===== config.mk =====
export PLATFORM = sky130hd
export DESIGN_NAME = control_sequencer
export DESIGN_NICKNAME = d
export VERILOG_FILES = /design/src/rtl/control_sequencer.sv
export SDC_FILE = /design/constraint.sdc
export NUM_CORES = 1
export LEC_CHECK = 0
export ABC_AREA = 1
export CAP_MARGIN = 40
export CORE_MARGIN = 5
export CORE_UTILIZATION = 31
export DETAILED_ROUTE_END_ITERATION = 10
export GPL_TIMING_DRIVEN = 0
export PLACE_DENSITY = 0.87
export SYNTH_ARGS = -nofsm -noshare
export SYNTH_HDL_FRONTEND = slang
export SYNTH_SLANG_ARGS = --single-unit

===== constraint.sdc =====
create_clock -name clock -period 1.6 [get_ports clock]
set_clock_uncertainty 0.15 [all_clocks]
set_input_delay 0.16 -clock clock [delete_from_list [all_inputs] [get_ports clock]]
set_output_delay 0.16 -clock clock [all_outputs]
set_load 0.02 [all_outputs]

===== src/rtl/control_sequencer.sv =====
`default_nettype none
// ============================================================================
// control_sequencer : fetch/execute control FSM with Moore strobe decode
// Rev 1.0
// ============================================================================
module control_sequencer (
  input  logic        clock,
  input  logic        reset_n,
  input  logic [31:0] instruction,
  input  logic        mem_done,
  output logic        Gra,
  output logic        Grb,
  output logic        Grc,
  output logic        Rin,
  output logic        Rout,
  output logic        BAout,
  output logic        PCout,
  output logic        PCin,
  output logic        IncPC,
  output logic        MARin,
  output logic        MDRin,
  output logic        MDRout,
  output logic        IRin,
  output logic        Yin,
  output logic        Zin,
  output logic        Zlowout,
  output logic        Cout,
  output logic        Read,
  output logic        Write,
  output logic [4:0]  alu_op,
  output logic        run,
  output logic        illegal_op
);

  typedef enum logic [3:0] {
    ST_RST  = 4'd0,
    ST_T0   = 4'd1,
    ST_T1   = 4'd2,
    ST_T2   = 4'd3,
    ST_T3   = 4'd4,
    ST_T4   = 4'd5,
    ST_T5   = 4'd6,
    ST_T6   = 4'd7,
    ST_T7   = 4'd8,
    ST_HALT = 4'd9
  } state_t;

  localparam logic [4:0] OP_LD   = 5'b00000;
  localparam logic [4:0] OP_LDI  = 5'b00001;
  localparam logic [4:0] OP_ST   = 5'b00010;
  localparam logic [4:0] OP_ADD  = 5'b00011;
  localparam logic [4:0] OP_SUB  = 5'b00100;
  localparam logic [4:0] OP_AND  = 5'b00101;
  localparam logic [4:0] OP_OR   = 5'b00110;
  localparam logic [4:0] OP_ADDI = 5'b01100;
  localparam logic [4:0] OP_ANDI = 5'b01101;
  localparam logic [4:0] OP_ORI  = 5'b01110;
  localparam logic [4:0] OP_NOP  = 5'b11010;
  localparam logic [4:0] OP_HALT = 5'b11011;

  state_t     state;
  logic       t1_first;
  logic [4:0] opcode;
  logic       is_reg, is_imm, is_ldi, is_ld, is_st, is_nop, is_halt, is_legal;
  logic       unused_bits;

  assign opcode      = instruction[31:27];
  assign unused_bits = ^instruction[26:0];

  assign is_reg   = (opcode == OP_ADD) || (opcode == OP_SUB) ||
                    (opcode == OP_AND) || (opcode == OP_OR);
  assign is_imm   = (opcode == OP_ADDI) || (opcode == OP_ANDI) || (opcode == OP_ORI);
  assign is_ldi   = (opcode == OP_LDI);
  assign is_ld    = (opcode == OP_LD);
  assign is_st    = (opcode == OP_ST);
  assign is_nop   = (opcode == OP_NOP);
  assign is_halt  = (opcode == OP_HALT);
  assign is_legal = is_reg || is_imm || is_ldi || is_ld || is_st || is_nop || is_halt;

  // t1_first marks the entry cycle of T1 so PCin fires once per fetch
  always_ff @(posedge clock or negedge reset_n) begin
    if (!reset_n) begin
      state    <= ST_RST;
      t1_first <= 1'b0;
    end else begin
      t1_first <= (state == ST_T0);
      case (state)
        ST_RST: state <= ST_T0;
        ST_T0:  state <= ST_T1;
        ST_T1:  if (mem_done) state <= ST_T2;
        ST_T2:  state <= ST_T3;
        ST_T3: begin
          if (is_halt)
            state <= ST_HALT;
          else if (is_reg || is_imm || is_ldi || is_ld || is_st)
            state <= ST_T4;
          else
            state <= ST_T0;
        end
        ST_T4:  state <= ST_T5;
        ST_T5:  state <= (is_ld || is_st) ? ST_T6 : ST_T0;
        ST_T6: begin
          if (!is_ld || mem_done) state <= ST_T7;
        end
        ST_T7: begin
          if (!is_st || mem_done) state <= ST_T0;
        end
        ST_HALT: state <= ST_HALT;
        default: state <= ST_RST;
      endcase
    end
  end

  always_comb begin
    Gra = 1'b0; Grb = 1'b0; Grc = 1'b0;
    Rin = 1'b0; Rout = 1'b0; BAout = 1'b0;
    PCout = 1'b0; PCin = 1'b0; IncPC = 1'b0; MARin = 1'b0;
    MDRin = 1'b0; MDRout = 1'b0; IRin = 1'b0; Yin = 1'b0;
    Zin = 1'b0; Zlowout = 1'b0; Cout = 1'b0;
    Read = 1'b0; Write = 1'b0;
    alu_op = 5'b00000;
    illegal_op = 1'b0;
    run = (state != ST_RST) && (state != ST_HALT);
    case (state)
      ST_T0: begin PCout = 1'b1; MARin = 1'b1; IncPC = 1'b1; Zin = 1'b1; end
      ST_T1: begin Zlowout = 1'b1; PCin = t1_first; Read = 1'b1; MDRin = 1'b1; end
      ST_T2: begin MDRout = 1'b1; IRin = 1'b1; end
      ST_T3: begin
        if (is_reg || is_imm) begin
          Grb = 1'b1; Rout = 1'b1; Yin = 1'b1;
        end else if (is_ldi || is_ld || is_st) begin
          Grb = 1'b1; BAout = 1'b1; Yin = 1'b1;
        end else if (!is_legal) begin
          illegal_op = 1'b1;
        end
      end
      ST_T4: begin
        if (is_reg) begin
          Grc = 1'b1; Rout = 1'b1; Zin = 1'b1; alu_op = opcode;
        end else if (is_imm || is_ldi || is_ld || is_st) begin
          Cout = 1'b1; Zin = 1'b1;
          case (opcode)
            OP_ANDI: alu_op = OP_AND;
            OP_ORI:  alu_op = OP_OR;
            default: alu_op = OP_ADD;
          endcase
        end
      end
      ST_T5: begin
        Zlowout = 1'b1;
        if (is_ld || is_st) MARin = 1'b1;
        else begin Gra = 1'b1; Rin = 1'b1; end
      end
      ST_T6: begin
        MDRin = 1'b1;
        if (is_st) begin Gra = 1'b1; Rout = 1'b1; end
        else Read = 1'b1;
      end
      ST_T7: begin
        MDRout = 1'b1;
        if (is_st) Write = 1'b1;
        else begin Gra = 1'b1; Rin = 1'b1; end
      end
      default: ;
    endcase
  end

endmodule
`default_nettype wire


Word-level counts from Yosys, hierarchy flattened --
Index checks and enable logic that the tools add are counted.
Storage, ports and cells: bits in registers 5, input bits 35
Cells by class: equality and inequality tests 24, mux-type cells 44, reduce and logical (&&, ||, !) cells 29
Operator list (number):
- one-hot mux 4 bit (10 select lines) | 1
- two-way mux 1 bit | 27
- logical OR 1 bit | 19
- == test 4 x 3 -> 1 bit, second input constant | 4
- two-way mux 4 bit | 4
- == test 5 x 3 -> 1 bit, second input constant | 3
- == test 5 x 4 -> 1 bit, second input constant | 3
- == test 5 x 2 -> 1 bit, second input constant | 2
- == test 5 bit, second input constant | 2
- two-way mux 5 bit | 2
- two-way mux 3 bit | 3
- == test 4 x 2 -> 1 bit, second input constant | 2
- == test 4 bit, second input constant | 2
- one-hot mux 1 bit (2 select lines) | 4
- inequality test 2 bit, second input constant | 3
- one-hot mux 1 bit (3 select lines) | 2
- one-hot mux 3 bit (2 select lines) | 1
- OR reduction 2 bit | 3
- == test 5 x 1 -> 1 bit, second input constant | 1
- logical NOT 5 bit | 1
- == test 4 x 1 -> 1 bit, second input constant | 1
- logical NOT 4 bit | 1
- inequality test 4 bit, second input constant | 1
- nonzero test 4 bit | 1
- 3 further kinds | 4

Longest topological paths before layout --
depth after elaboration 14, mapped depth 8, gate-level depth less buffers 8

Worst setup path before layout --
No wires, ideal clock.
path kind reg-to-output, from reg state[3], to out BAout, data arrival time 1.378 ns, data required time 1.290 ns, setup slack -0.088 ns, stages on the path, launching flop included 6, buffers on the path 0, cells stage by stage dfrtp_1 inv_1 nand2_2 nor2_1 inv_1 nor3_1
On the way: cells in the longest elaborated chain, start to end 2
Ends and longest elaborated chain:
- start, declared | line 61 | state_t state;
- start signal, assigned | line 101 | ST_T5: state <= (is_ld || is_st) ? ST_T6 : ST_T0;
- == test 4 x 3 -> 1 bit | line 124 | case (state)
- two-way mux 1 bit | line 124
- end, declared | line 16 | output logic BAout,
No other way between the ends.

Worst setup path after layout --
from reg state[3], to out alu_op[0]
On the way: cells in the longest elaborated chain, start to end 2
Ends and longest elaborated chain:
- == test 4 x 3 -> 1 bit | line 124
- two-way mux 5 bit | line 124
- end, declared | line 30 | output logic [4:0] alu_op,
No other way between the ends.

==> reports/results.tsv <==
stage	metric	value	unit
critical_path	Reg-to-Reg End	state[1]$_DFFE_PN0P_	
synthesis	share of the synthesized area in the top cell type	18.89	%
detailed_routing	DRC errors left	0	
cts	clk sink count	5	
place	DP Wirelength	1.775	mm
layout	antenna diode count	0	
job	number of max-cap violations	0	
cts	Reg clk slew, reported paths	0.04	ns
worst_hold_path	worst hold path depth	4	
floorplanning	io pins	61	
timing	FMAX	0.5160	GHz
outcome	outcome	complete, but fails checks	
critical_path	critical path required time	1.29	ns
global_route	vias in the first global route	1061	
synthesis	most common cell in the netlist	nand2_1	
critical_path	Crit-path slowest cell	dfrtp_2	
global_route	GR Util met3	2.759	%
synthesis	number of synthesized flops with an enable pin	0	
place	port bufs	31	
timing	fin crit share	121.1	%
layout	Finished Layout Cells	220	
synthesis	synth warn	0	
cts	TritonCTS Buffers	3	
synthesis	top cells by instance count after synthesis	nand2_1 (34), inv_1 (21), nor2_1 (17), nand2_2 (8), nand3_1 (7)	
floorplanning	Die Y	56.69	um
layout	layout cells sized above 1	63.54	%
power	Cell Pwr Density	1517	nW/um^2
power	peak supply drop	0.001041	V
critical_path	crit path max fanout	4	
global_route	initial antenna violation count	0	
critical_path	slowest stage delay, CP	0.43	ns
detailed_routing	WL/cell	15.13	um
outcome	failing checks	negative setup slack	
cts	H-tree depth	1	
timing	max-slew violations	0	
timing	unrepaired setup endpoints after global routing	yes	
synthesis	post-synthesis cell area	675.6	sq um
cts	TritonCTS clock tree	yes	
critical_path	CP Capture Type	output port	
layout	P&R area growth vs syn	123.5	%
synthesis	syn avg cell area	5.584	sq um
layout	fin nets	228	
cts	clk_lat worst skew	0.24	ns
detailed_routing	post-detailed-route count of antenna-violating nets	0	
critical_path	crit-path most repeated cell	nand2_4	
global_route	largest net degree at the start of global routing	8	
worst_hold_path	Worst Hold Launch	instruction[31]	
detailed_routing	vias per cell	5.255	
global_route	GRT Max-Usage Layer	met2	
floorplanning	# rows	17	
global_route	total gr overflow	0	
place	Routability Congestion	0.8967	
worst_hold_path	hold crit path type	in2reg	
global_route	met2 Track Usage GR	31.19	%
critical_path	nature of the critical path startpoint	flip-flop	
detailed_routing	vias post-DR	1156	
critical_path	WP data arrival	1.63	ns
synthesis	Synth area leaders	nand2_1 (19%), dfrtp_1 (19%), inv_1 (12%)	
synthesis	sequential area share after synthesis	18.52	%
power	Leakage Power	0.8555	nW
synthesis	Synth area leader	nand2_1	
synthesis	library cells used by synthesis	22	
critical_path	Setup CP Type	reg2out	
floorplanning	Die X	56.69	um
global_route	routing usage on met1	19.40	%
critical_path	crit path cell chain	inv_4, nand2_4, nor3_4, buf_4, nand2_4, o22ai_2, buf_6	
synthesis	Main synth FF type	dfrtp_1	
detailed_routing	Total Wirelength	3.328	mm
synthesis	Async SR Flop Fraction	100.0	%
floorplanning	Die ar.	3213	sq um
layout	fill count	141	
timing	crit path time final	1.938	ns
critical_path	Top delay family on crit path	flip-flops	
place	dpl cells	181	
detailed_routing	DRT Pass-1 Iters	5	
global_route	first-pass GRT wire length	4.533	mm
power	Pwr Total	2.291	mW
critical_path	worst reg-to-reg path cell count	11	
synthesis	Synth Instances	121	
cts	CTS Buffer Depth	2	
critical_path	Reg2Reg Setup Slack	-0.26	ns
critical_path	Crit path buffers/inverters	3	
floorplanning	core box area	2148	sq um
detailed_routing	initial DRC count	75	
critical_path	worst r2r src	state[3]$_DFFE_PN0P_	
timing	final setup fails	25	
timing	final hold viol count	0	
timing	Setup WS post-layout	-0.3380	ns
cts	Clock Tree Root	clkbuf_4	
global_route	Total GRT Usage	17.04	%
floorplanning	Initial Util	31.45	%
worst_hold_path	hold endpoint	state[0]$_DFFE_PN0P_	
synthesis	#FFs+latches synth	5	
[report_power, final]
| part | switching (mW) | internal, mW |
|---|---|---|
| sequential | 0.0705 | 0.183 |
| clock | 0.0491 | 0.0941 |
| combinational | 1.02 | 0.873 |
| total | 1.14 | 1.15 |
[cells by family (layout without fill, tap and decap cells)]
logic type	after synthesis	in the layout	share of synthesized area [%]
buffers and inverters	26	96	16.67
and+or+nand+nor	79	79	56.11
DFF	5	5	18.52
other	1	2	0.5550
AOI/OAI and AO/OA	10	10	8.148
[repair_timing]
| action | CTS | global route |
|---|---|---|
| endpoints found under the hold margin | 3 | 0 |
| pin swaps | 4 | 15 |
| endpoints found under the setup margin | 24 | 26 |
| resized for setup | 178 | 31 |
| hold buffers | 1 | 0 |
| setup buffers | 18 | 16 |
[metrics by stage]
| step | utilization (%) | hold WS [ns] | TNS, ns | cell area, sq um | setup WS [ns] |
|---|---|---|---|---|---|
| floorplan | - | -0.2856 | 0 | 684.4 | 0.009708 |
| global placement | 47.93 | 0.2372 | -11.49 | 1030 | -0.7016 |
| detailed placement | 47.93 | 0.2449 | -12.17 | 1030 | -0.7272 |
| CTS | 60.80 | 0.2958 | -2.586 | 1306 | -0.3190 |
| global route | 70.30 | 0.3166 | -5.070 | 1510 | -0.3530 |
| finish | 70.30 | 0.3001 | -3.986 | 1510 | -0.3380 |
[metal layers]
metal  routed length (um)  vias up  part of all wire (%)
met5                    0        -                     0
met4                   87        0                   2.6
met3                  314       17                   9.4
met2                 1665       91                    50
met1                 1260      530                    38
li1                     -      518                     -
[placed cells by master, fill, tap and decap left out, drive strengths merged]
cell | Yosys | layout
buf | 4 | 62
nand2 | 42 | 42
inv | 22 | 22
nor2 | 19 | 19
nand3 | 8 | 8
nand4 | 5 | 5
dfrtp | 5 | 5
dlygate4sd2 | 0 | 4
clkbuf | 0 | 4
o21ai | 4 | 4
nor3 | 4 | 4
a21oi | 3 | 3
o22ai | 2 | 2
conb | 1 | 2
clkdlybuf4s50 | 0 | 2
nand3b | 1 | 1
o21a | 1 | 1
dlygate4sd3 | 0 | 1
clkdlybuf4s15 | 0 | 1
[state kept, by name, summed over array words and instances, names as in the netlist]
register	count
t1_first	1
state	4
[worst max path at each step]
stage                          from  cells past startpoint  slack (ns)   endpoint
2_1_floorplan  state[3]$_DFFE_PN0P_                      5        0.01  alu_op[0]
3_3_place_gp        instruction[28]                     10       -0.70        Yin
3_5_place_dp        instruction[28]                     10       -0.73        Yin
4_1_cts        state[3]$_DFFE_PN0P_                      8       -0.32  alu_op[1]
5_1_grt        state[3]$_DFFE_PN0P_                      8       -0.35  alu_op[1]
6_report       state[3]$_DFFE_PN0P_                      7       -0.34  alu_op[0]
[layout make-up]
type | count | area, sq um | share of cell area (%)
Tap cell | 28 | 35.03 | 2.320
Clock buffer | 4 | 26.28 | 1.740
Multi-Input combinational cell | 91 | 603.1 | 39.93
Inverter | 22 | 92.59 | 6.131
Timing Repair Buffer | 66 | 594.3 | 39.35
Sequential cell | 5 | 128.9 | 8.534
Buffer | 4 | 30.03 | 1.988
[worst register-to-register path: cells and delay by family, from the launching register on]
| kind | cells | cell delay (ns) |
|---|---|---|
| AND/OR/NAND/NOR | 5 | 0.56 |
| buffers and inverters | 6 | 0.64 |
| flip-flops | 1 | 0.43 |
(Power assumes the default switching activity.)
